==> src/rtl/alu_seq.sv <==
// rtl/alu_seq.sv - multi-cycle ALU with valid/ready handshake, iterative MUL/MULHU/DIVU/REMU
module alu_seq #(
    parameter int WIDTH      = 32,
    parameter bit SIGNED_SLT = 1'b0
) (
    input  logic             clk,
    input  logic             rst_n,
    input  logic             inValid,
    output logic             inReady,
    input  logic [WIDTH-1:0] dataInput1,
    input  logic [WIDTH-1:0] dataInput2,
    input  logic [3:0]       sel,
    output logic             outValid,
    input  logic             outReady,
    output logic [WIDTH-1:0] dataOutput,
    output logic             zero,
    output logic             ovf,
    output logic             err
);

    localparam int CW = $clog2(WIDTH);
    localparam logic [CW-1:0] LAST = CW'(WIDTH - 1);

    typedef enum logic [1:0] {S_IDLE, S_BUSY, S_DONE} state_t;

    state_t             state_q, state_d;
    logic [WIDTH-1:0]   a_q, b_q, res_q;
    logic [1:0]         op_q;
    logic [CW-1:0]      cnt_q;
    logic [2*WIDTH-1:0] acc_q;
    logic               zero_q, ovf_q, err_q;

    logic               accept, is_iter, div_by_zero;
    logic [WIDTH-1:0]   addb, sum, sc_res;
    logic               sc_ovf, sc_err, add_ovf;
    logic [WIDTH:0]     mul_sum, div_sh, div_sub;
    logic               div_ge;
    logic [2*WIDTH-1:0] mul_next, div_next, acc_step;
    logic [WIDTH-1:0]   iter_res;

    assign accept      = inValid & (state_q == S_IDLE);
    assign div_by_zero = sel[1] & (dataInput2 == '0);
    // 10xx ops iterate, except division by zero which answers immediately
    assign is_iter     = (sel[3:2] == 2'b10) & ~div_by_zero;

    // single-cycle result, flags and add/sub overflow from the live inputs
    always_comb begin
        sc_res  = '0;
        sc_ovf  = 1'b0;
        sc_err  = 1'b0;
        addb    = (sel == 4'b0110) ? (~dataInput2 + WIDTH'(1)) : dataInput2;
        sum     = dataInput1 + addb;
        add_ovf = (dataInput1[WIDTH-1] == addb[WIDTH-1]) & (sum[WIDTH-1] != dataInput1[WIDTH-1]);
        case (sel)
            4'b0000: sc_res = dataInput1 & dataInput2;
            4'b0001: sc_res = dataInput1 | dataInput2;
            4'b0010,
            4'b0110: begin
                sc_res = sum;
                sc_ovf = add_ovf;
            end
            4'b0100: sc_res = ~(dataInput1 | dataInput2);
            4'b0101: sc_res = dataInput1 ^ dataInput2;
            4'b0111: begin
                if (SIGNED_SLT) sc_res = {{(WIDTH-1){1'b0}}, $signed(dataInput1) < $signed(dataInput2)};
                else            sc_res = {{(WIDTH-1){1'b0}}, dataInput1 < dataInput2};
            end
            4'b1010: begin
                sc_res = '1;
                sc_err = 1'b1;
            end
            4'b1011: begin
                sc_res = dataInput1;
                sc_err = 1'b1;
            end
            default: sc_err = (sel[3:2] == 2'b11);
        endcase
    end

    // one shift-add or restoring-divide step on the shared accumulator
    always_comb begin
        mul_sum  = {1'b0, acc_q[2*WIDTH-1:WIDTH]} + {1'b0, (acc_q[0] ? a_q : '0)};
        mul_next = {mul_sum, acc_q[WIDTH-1:1]};
        div_sh   = {acc_q[2*WIDTH-1:WIDTH], acc_q[WIDTH-1]};
        div_ge   = (div_sh >= {1'b0, b_q});
        div_sub  = div_sh - {1'b0, b_q};
        div_next = div_ge ? {div_sub[WIDTH-1:0], acc_q[WIDTH-2:0], 1'b1}
                          : {div_sh[WIDTH-1:0],  acc_q[WIDTH-2:0], 1'b0};
        acc_step = op_q[1] ? div_next : mul_next;
        iter_res = op_q[0] ? acc_step[2*WIDTH-1:WIDTH] : acc_step[WIDTH-1:0];
    end

    // state register
    always_ff @(posedge clk or negedge rst_n) begin
        if (!rst_n) state_q <= S_IDLE;
        else        state_q <= state_d;
    end

    // next-state logic
    always_comb begin
        state_d = state_q;
        case (state_q)
            S_IDLE:  if (inValid) state_d = is_iter ? S_BUSY : S_DONE;
            S_BUSY:  if (cnt_q == LAST) state_d = S_DONE;
            S_DONE:  if (outReady) state_d = S_IDLE;
            default: state_d = S_IDLE;
        endcase
    end

    // operand capture, iteration and result registers
    always_ff @(posedge clk or negedge rst_n) begin
        if (!rst_n) begin
            a_q    <= '0;
            b_q    <= '0;
            op_q   <= '0;
            cnt_q  <= '0;
            acc_q  <= '0;
            res_q  <= '0;
            zero_q <= 1'b0;
            ovf_q  <= 1'b0;
            err_q  <= 1'b0;
        end else if (accept) begin
            a_q   <= dataInput1;
            b_q   <= dataInput2;
            op_q  <= sel[1:0];
            cnt_q <= '0;
            // divide shifts the dividend out of the low half; multiply shifts the multiplier
            acc_q <= sel[1] ? {{WIDTH{1'b0}}, dataInput1} : {{WIDTH{1'b0}}, dataInput2};
            if (!is_iter) begin
                res_q  <= sc_res;
                zero_q <= (sc_res == '0);
                ovf_q  <= sc_ovf;
                err_q  <= sc_err;
            end
        end else if (state_q == S_BUSY) begin
            acc_q <= acc_step;
            cnt_q <= cnt_q + CW'(1);
            if (cnt_q == LAST) begin
                res_q  <= iter_res;
                zero_q <= (iter_res == '0);
                ovf_q  <= 1'b0;
                err_q  <= 1'b0;
            end
        end
    end

    assign inReady    = (state_q == S_IDLE);
    assign outValid   = (state_q == S_DONE);
    assign dataOutput = res_q;
    assign zero       = zero_q;
    assign ovf        = ovf_q;
    assign err        = err_q;

endmodule

==> config.mk <==
export PLATFORM = sky130hd
export DESIGN_NAME = alu_seq
export DESIGN_NICKNAME = d
export VERILOG_FILES = /design/src/rtl/alu_seq.sv
export SDC_FILE = /design/constraint.sdc
export NUM_CORES = 1
export LEC_CHECK = 0
export ABC_AREA = 1
export CAP_MARGIN = 40
export CORE_ASPECT_RATIO = 1.75
export CORE_MARGIN = 2
export CORE_UTILIZATION = 62
export DETAILED_ROUTE_END_ITERATION = 7
export HOLD_SLACK_MARGIN = 0.15
export PLACE_DENSITY = 0.82
export SLEW_MARGIN = 30
export SYNTH_ARGS = -nofsm -noshare
export SYNTH_HDL_FRONTEND = slang
export SYNTH_SLANG_ARGS = --single-unit
==> constraint.sdc <==
create_clock -name clk -period 3.06 [get_ports clk]
set_clock_uncertainty 0.1 [all_clocks]
set_input_delay 0.918 -clock clk [delete_from_list [all_inputs] [get_ports clk]]
set_output_delay 0.918 -clock clk [all_outputs]
set_load 0.01 [all_outputs]
==> results of run 1 <==
Yosys cell counts (5+ instances only):
master / n / share of area (%)
nand2_1: 858 / 17
inv_1: 434 / 8.4
nor2_1: 297 / 5.8
o21ai_0: 253 / 6.5
nand3_1: 222 / 5.7
ha_1: 199 / 13
dfrtp_1: 172 / 22
a21oi_1: 151 / 3.9
clkbuf_1: 70 / 1.4
nand4_1: 69 / 2.2
nor3_1: 46 / 1.2
xor2_1: 31 / 1.4
o22ai_1: 30 / 0.97
o21bai_1: 25 / 0.97
nand3b_1: 20 / 0.78
o21ai_1: 19 / 0.49
or2_2: 17 / 0.55
o2111ai_1: 16 / 0.72
o221ai_1: 15 / 0.68
xnor2_1: 13 / 0.59
a31oi_1: 11 / 0.36
buf_1: 11 / 0.21
a21o_1: 10 / 0.39
buf_2: 10 / 0.26
a211oi_1: 9 / 0.35
buf_4: 8 / 0.31
nor4_1: 8 / 0.26
o21ai_2: 8 / 0.36
a2111oi_0: 7 / 0.32
o211ai_1: 7 / 0.27
buf_6: 6 / 0.35
inv_2: 6 / 0.12
nand3_2: 5 / 0.26
nor2_2: 5 / 0.16
routing by layer:
layer  GRT overflow  GRT usage [%]
met2            460          100.8
met1             14          82.92
met5              2          31.11
met4            254          92.47
met3             14          71.06
cell families after synthesis:
group / count (synthesis)
buf+inv: 548
flops: 172
compound gates: 586
mux: 2
simple gates: 1559
fa+ha+maj: 202
xor+xnor: 44
repair_timing:
item                                    4_1_cts
hold buffers                                  0
cloned                                        1
pin swaps                                    99
endpoints found under the setup margin       37
resized for setup                           247
setup buffers                                51
metrics by stage:
stage,TNS (ns),utilization [%],setup WS (ns),area (um^2)
global placement,-56.98,84.43,-2.116,25950
detailed placement,-68.98,84.43,-2.444,25950
CTS,-19.52,90.45,-1.217,27800
floorplan,-12.96,-,-0.9115,19630
==> flow_summary_export.csv, run 1 <==
group,metric,value,unit
cts,cts_buffers,17,
global_route,grt_max_degree,53,
logic_synthesis,synthCells,3113,
logic_synthesis,ys_seq_elements,172,
logic_synthesis,yosysSeqAreaShare,22.22,%
place,io_buffers,108,
global_route,grt_overflow,744,
floorplanning,ios,109,
floorplanning,rows,85,
outcome,lastStage,"global routing",
logic_synthesis,synth_edf_count,0,
cts,h-tree-depth,4,
logic_synthesis,async_reset_ff_share,100.0,%
logic_synthesis,muxShareOfSynthArea,0.1033,%
cts,clock_path_buffers,2,
logic_synthesis,avgSynthCellArea,6.223,um^2
logic_synthesis,yosys.area_share.simple,34.05,%
global_route,track_usage,85.61,%
logic_synthesis,netlist_area,0.01937,mm^2
cts,cts.sinks,172,
floorplanning,initial_core_util,63.02,%
cts,root_buffer,"clkbuf_16",
logic_synthesis,syn_nets,3387,
logic_synthesis,synth_xor_area_share,1.989,%
floorplanning,die_w,137.6,um
place,routabilityCongestion,1.306,
place,dp_hpwl,68490,um
outcome,status,"stopped before the end",
logic_synthesis,synth_top_family_by_area,"simple AND/OR/NAND/NOR gates",
global_route,grt_pass1_vias,34940,
floorplanning,die_y,237.8,um
logic_synthesis,synth_cell_types,56,
logic_synthesis,synth_compound_area_share,17.41,%
global_route,grt_first_pass_wirelength,218100,um
logic_synthesis,synth_ff_type,"dfrtp_1",
logic_synthesis,synth-adder-area-share,13.16,%
place,placed_cells,4186,
logic_synthesis,synth_warnings,0,
outcome,error_line,"[ERROR GRT-0116] Global routing finished with congestion. Check the congestion regions in the DRC Viewer.",
==> inputs of run 2 (changes only) <==
- CORE_ASPECT_RATIO: 1.75 -> default
- CORE_UTILIZATION: 62 -> 40
- HOLD_SLACK_MARGIN: 0.15 -> default
- PLACE_DENSITY: 0.82 -> default
- PLACE_DENSITY_LB_ADDON: default -> 0.15
==> run 2 against run 1 <==
- the flow now finishes, with violations (negative setup slack)
- area after synthesis stayed put
- synthesized cell count stayed put
==> flow_summary_export.csv, run 2 <==
group,metric,value,unit
timing,rsz0062_at_grt,"true",
outcome,status,"finished with violations",
place,io_buffers,108,
logic_synthesis,synth_area_leaders,"dfrtp_1 (22%), nand2_1 (17%), ha_1 (13%)",
logic_synthesis,yosys.area_share.simple,34.05,%
floorplanning,initial_core_util,40.57,%
logic_synthesis,synth_common_cells,"nand2_1 (858), inv_1 (434), nor2_1 (297)",
logic_synthesis,synth-adder-area-share,13.16,%
routing,vias,24560,
timing,setup_ws,-1.104,ns
critical_path,cp.required,3.30,ns
global_route,track_usage,35.33,%
routing,wl_per_cell,19.44,um
timing,min_period,4.164,ns
place,routabilityCongestion,0.9796,
global_route,grt_pass1_vias,24370,
logic_synthesis,avgSynthCellArea,6.223,um^2
power_and_ir_drop,switchingPower,13010,uW
logic_synthesis,synth_top_family_by_area,"simple AND/OR/NAND/NOR gates",
power_and_ir_drop,p_seq_share,15.2,%
place,placed_cells,4530,
finish,n_antenna_cell,0,
logic_synthesis,synth_cell_types,56,
routing,dr.first_iter.drc_count,1945,
floorplanning,coreArea,0.04775,mm^2
routing,ant_nets,0,
power_and_ir_drop,p_clk_share,8.2,%
critical_path,startpoint_type,"input pin",
floorplanning,rows,80,
finish,drive_above_1_share,29.16,%
finish,final_cells,4614,
logic_synthesis,synthCells,3113,
finish,largest_reg_flops,64,
floorplanning,die_w,224.1,um
global_route,grt_first_pass_wirelength,135700,um
logic_synthesis,synth_ff_type,"dfrtp_1",
logic_synthesis,synth_edf_count,0,
timing,hold_slack,0.2890,ns
timing,report.final.slew_viol_count,0,
critical_path,critPathKind,"input pin to flip-flop",
logic_synthesis,yosysMostFrequentCell,"nand2_1",
finish,final_cell_mix,"buf_4 (805), nand2_1 (803), inv_1 (419), nor2_1 (247), nand3_1 (209)",
finish,multi_input_area,0.01394,mm^2
floorplanning,die_area,0.05020,mm^2
logic_synthesis,ys_seq_elements,172,
global_route,grt_overflow,0,
logic_synthesis,synth.largest_area_cell,"dfrtp_1",
power_and_ir_drop,swShare,48.76,%
logic_synthesis,synth_xor_area_share,1.989,%
finish,regArea,0.004305,mm^2
routing,drc,0,
finish,top_register,"acc_q",
routing,viasPerCell,5.322,
logic_synthesis,muxShareOfSynthArea,0.1033,%
cts,cts_tree,"built",
cts,clk_latency,0.46,ns
critical_path,reg2reg_slack,-0.46,ns
timing,period_share,136.1,%
power_and_ir_drop,pwr-share-comb,76.6,%
power_and_ir_drop,power.density,917.9,mW/mm^2
routing,first_pass_iters,5,
finish,fin_nets,4260,
finish,layout_commonest_cell,"buf_4",
timing,fin_setup_tns,-33.19,ns
cts,h-tree-depth,4,
timing,setup_viol,37,
power_and_ir_drop,p_leak,0.01530,uW
power_and_ir_drop,peakVddDrop,0.4768,mV
logic_synthesis,yosysSeqAreaShare,22.22,%
power_and_ir_drop,finalPower,26680,uW
critical_path,arrival,4.40,ns
power_and_ir_drop,p_int,13670,uW
cts,cts.sinks,172,
critical_path,crit_fanout,4,
logic_synthesis,synth_compound_area_share,17.41,%
global_route,grt_max_degree,110,
critical_path,cp-end-kind,"flip-flop",
cts,cts.hold.buffers_added,0,
global_route,antenna_found_initial,0,
logic_synthesis,syn_nets,3387,
timing,max_freq,0.2402,GHz
logic_synthesis,netlist_area,0.01937,mm^2
floorplanning,die_y,224.1,um
cts,root_buffer,"clkbuf_16",
routing,drt_wl_total,89680,um
logic_synthesis,synth_warnings,0,
outcome,violations,"negative setup slack",
cts,cts_buffers,17,
cts,path_clk_slew,0.07,ns
timing,hold_violations,0,
place,dp_hpwl,73650,um
run,cap_violations,0,
timing,tightest_slew,0.8998,ns
cts,clock_path_buffers,2,
logic_synthesis,synth_top_cell_area_share,22.22,%
worst_hold_path,worst_hold_path_type,"input pin to asynchronous set/reset pin",
finish,nFillCells,4573,
floorplanning,ios,109,
finish,syn_to_final_growth,50.05,%
logic_synthesis,async_reset_ff_share,100.0,%
timing,slew_headroom,40.01,%
[run 2: power by group through the flow]
stage | Combinational, uW | Clock (uW) | Sequential (uW)
floorplan | 9510 | 0 | 3930
global placement | 19100 | 0 | 4030
detailed placement | 19400 | 0 | 4060
CTS | 19900 | 2190 | 4050
global route | 22300 | 2260 | 4170
finish | 20400 | 2170 | 4060
[run 2: cell type report]
cell class                 count  area share, %
inverter                     443          5.786
multi-input combinational   2393          47.95
tap                          615          2.647
clock buffer                  20          1.537
sequential                   172          14.81
timing repair buffer         959          26.88
clock inverter                12         0.3874
[run 2: cell families after synthesis]
kind of cell,after synthesis
buffers and inverters,548
muxes,2
xor gates and xnor gates,44
DFF,172
and+or+nand+nor,1559
adders and majority gates,202
AOI/OAI and AO/OA,586
[run 2: worst max-delay path, stage by stage]
cell	delay, ns
clkdlybuf4s50_1	0.52
nor2_1	0.15
inv_1	0.07
nor2_4	0.14
nand3_4	0.10
nor2_4	0.16
nand3_2	0.13
nor2_4	0.11
nor2_2	0.05
xor2_1	0.16
ha_1	0.35
a21oi_2	0.18
nor2_1	0.07
nor2_2	0.15
buf_4	0.13
o21ai_1	0.05
nor2_1	0.09
nand2_1	0.07
xnor2_1	0.13
nor2_1	0.06
nor3_2	0.21
buf_4	0.14
o21ai_2	0.05
o22a_1	0.19
[run 2: through the flow]
step	area [um^2]	worst slack, ns	util (%)
global route	29070	-1.326	60.88
detailed placement	27160	-2.117	56.89
floorplan	19630	-0.9115	-
CTS	28520	-1.103	59.74
global placement	27160	-1.990	56.88
finish	29070	-1.104	60.88
[run 2: path summary, 6_finish.rpt]
| path | end | start | depth (start not counted) |
|---|---|---|---|
| hold / removal | cnt_q[2] | rst_n | 1 |
| setup reg to reg | zero | acc_q[31] | 22 |
| setup / recovery | dataOutput[27] | dataInput2[8] | 24 |
| min in group clk | cnt_q[3] | cnt_q[3] | 1 |
| max in group asynchronous | a_q[6] | rst_n | 2 |
| hold reg to reg | cnt_q[3] | cnt_q[3] | 1 |
[run 2: repair_timing]
| item | in CTS | in global routing |
|---|---|---|
| endpoints found under the hold margin | 0 | 0 |
| gates cloned | 4 | 0 |
| pin swaps | 43 | 66 |
| gates resized for setup | 155 | 135 |
| buffers inserted | 44 | 17 |
| setup endpoints to repair | 41 | 49 |
[run 2: layer usage]
layer	vias up	GRT usage [%]	share of wire [%]
met1	11420	45.88	43
li1	11990	-	-
met5	-	0	0
met2	971	59.19	46
met4	0	16.02	4.8
met3	175	3.686	5.9
Power figures use the tool's default switching activity.
==> inputs of run 3 (changes only) <==
==> constraint.sdc (replaced) <==
create_clock -name clk -period 3.06 [get_ports clk]
set_clock_uncertainty 0.1 [all_clocks]
set_input_delay 0.612 -clock clk [delete_from_list [all_inputs] [get_ports clk]]
set_output_delay 0.612 -clock clk [all_outputs]
set_load 0.01 [all_outputs]
==> run 3 against run 2 <==
- the run still ends with negative setup slack left
- sequential share of layout area fell by 0.058 points
- global-route usage rose by 0.30 points
- count of clock-buffer cells in the layout fell by 1
- sequential power rose by 1%
- design area rose by 0.39%
- critical path type unchanged
==> flow_summary_export.csv, run 3 (synthesis results as in run 2) <==
group,metric,value,unit
outcome,status,"finished with violations",
outcome,violations,"negative setup slack",
cts,cts.sinks,172,
routing,first_pass_iters,6,
critical_path,cpLargestDelayFamily,"simple AND/OR/NAND/NOR gates",
floorplanning,initial_core_util,40.57,%
finish,final_cell_mix,"nand2_1 (791), buf_4 (786), inv_1 (412), nor2_1 (255), o21ai_0 (213)",
place,postPlaceCellArea,0.02698,mm^2
critical_path,reg2reg_slack,-0.42,ns
place,routabilityCongestion,1.014,
power_and_ir_drop,finalPower,26610,uW
timing,tightest_slew,0.7734,ns
global_route,grt_overflow,0,
global_route,grt_first_pass_wirelength,136200,um
finish,utilization,61.11,%
routing,wl_per_cell,19.48,um
floorplanning,coreArea,0.04775,mm^2
critical_path,startpoint_type,"input pin",
floorplanning,rows,80,
global_route,antenna_found_initial,0,
floorplanning,ios,109,
timing,fin_setup_tns,-16.28,ns
timing,rsz0062_at_grt,"true",
routing,wl_met3,5653,um
place,place_ws,-1.706,ns
finish,layout_commonest_cell,"nand2_1",
run,cap_violations,0,
cts,h-tree-depth,4,
timing,min_period,3.890,ns
cts,clock_path_buffers,2,
critical_path,reg2reg_depth,24,
routing,dr.first_iter.drc_count,2084,
worst_hold_path,holdPathStages,1,
place,dp_hpwl,73560,um
cts,cts_buffers,17,
power_and_ir_drop,power.density,911.9,mW/mm^2
power_and_ir_drop,peakVddDrop,0.4897,mV
critical_path,crit_fanout,5,
routing,viasPerCell,5.288,
routing,dr.max_layer_used,"met4",
cts,cts_tree,"built",
global_route,track_usage,35.62,%
place,io_buffers,108,
routing,drt_wl_total,89530,um
critical_path,slowest_stage,"nor3_4",
timing,setup_ws,-0.8296,ns
worst_hold_path,worst_hold_path_type,"flip-flop to flip-flop",
finish,n_antenna_cell,0,
finish,top_register,"acc_q",
worst_hold_path,hold_end,"cnt_q[3]",
power_and_ir_drop,p_leak,0.01525,uW
timing,period_share,127.1,%
floorplanning,die_area,0.05020,mm^2
global_route,grt_max_degree,62,
critical_path,r2r_start,"acc_q[35]",
timing,max_freq,0.2571,GHz
finish,fin_nets,4241,
timing,setup_viol,36,
critical_path,cp.required,3.31,ns
critical_path,critPathKind,"input pin to flip-flop",
routing,drc,0,
critical_path,arrival,4.14,ns
finish,syn_to_final_growth,50.63,%
cts,root_buffer,"clkbuf_16",
global_route,grt_pass1_vias,24270,
worst_hold_path,worstHoldStart,"cnt_q[3]",
finish,final_area,0.02918,mm^2
critical_path,slowest_delay,0.31,ns
routing,drt-met1-wl,38300,um
finish,largest_reg_flops,64,
routing,vias,24300,
cts,clk_latency,0.47,ns
routing,ant_nets,0,
timing,report.final.slew_viol_count,0,
critical_path,crit_cells,25,
floorplanning,die_y,224.1,um
critical_path,cp-end-kind,"flip-flop",
critical_path,rr_endpoint,"zero",
routing,routed-wl-met2,41140,um
timing,slew_headroom,48.38,%
critical_path,cp_num_buf_inv,7,
timing,hold_violations,0,
cts,path_clk_slew,0.07,ns
floorplanning,die_w,224.1,um
finish,drive_above_1_share,29.55,%
[run 3: cell count changes in the layout (fill, tap and decap cells not counted), sizes merged]
cell,previous run,this run
clkdlybuf4s15,0,1
clkinvlp,3,6
inv,442,445
dlygate4sd3,0,1
clkdlybuf4s50,94,95
clkbuf,21,23
buf,856,835
dlymetal6s2s,2,0
dlygate4sd2,6,3
bufinv,1,0
clkinv,9,6
[run 3: layout make-up]
| type | instances | area (um^2) |
|---|---|---|
| repair buffers | 939 | 7660 |
| well taps | 615 | 769.5 |
| clock inverters | 13 | 106.4 |
| multi-input cells | 2393 | 14200 |
| inverters | 443 | 1679 |
| fillers | 4627 | 18570 |
| repair inverters | 1 | 5.005 |
| clock buffers | 19 | 452.9 |
| flip-flops and latches | 172 | 4305 |
[run 3: report_power, final]
part | internal (uW) | total, uW | switching (uW)
Clock | 1100 | 2160 | 1060
Combinational | 9100 | 20300 | 11200
Sequential | 3350 | 4110 | 766
[run 3: how the worst max path moves through the flow]
| stage | end | startpoint |
|---|---|---|
| detailed placement | zero | dataInput2[1] |
| floorplan | zero | dataInput2[1] |
| global placement | zero | dataInput2[1] |
| CTS | zero | dataInput2[1] |
| global route | zero | dataInput2[1] |
| finish | ovf | dataInput2[1] |
[run 3: through the flow]
stage               cells  hold slack [ns]
finish               4595           0.3736
global route         4595           0.3895
CTS                  4586           0.3769
detailed placement   4512           0.3658
global placement     4512           0.3483
floorplan            3113           0.2164
[run 3: repair_timing]
action | in CTS | in global routing
hold buffers | 1 | 0
resized for setup | 191 | 156
buffers inserted | 59 | 11
cloned | 5 | 0
pin swaps | 89 | 88
endpoints found under the setup margin | 38 | 50
hold endpoints to repair | 37 | 0
[run 3: per-layer routing]
metal	vias to the layer above	track usage, %
met2	919	59.48
met4	0	15.89
li1	11960	-
met1	11250	46.21
met5	-	0
met3	170	4.237
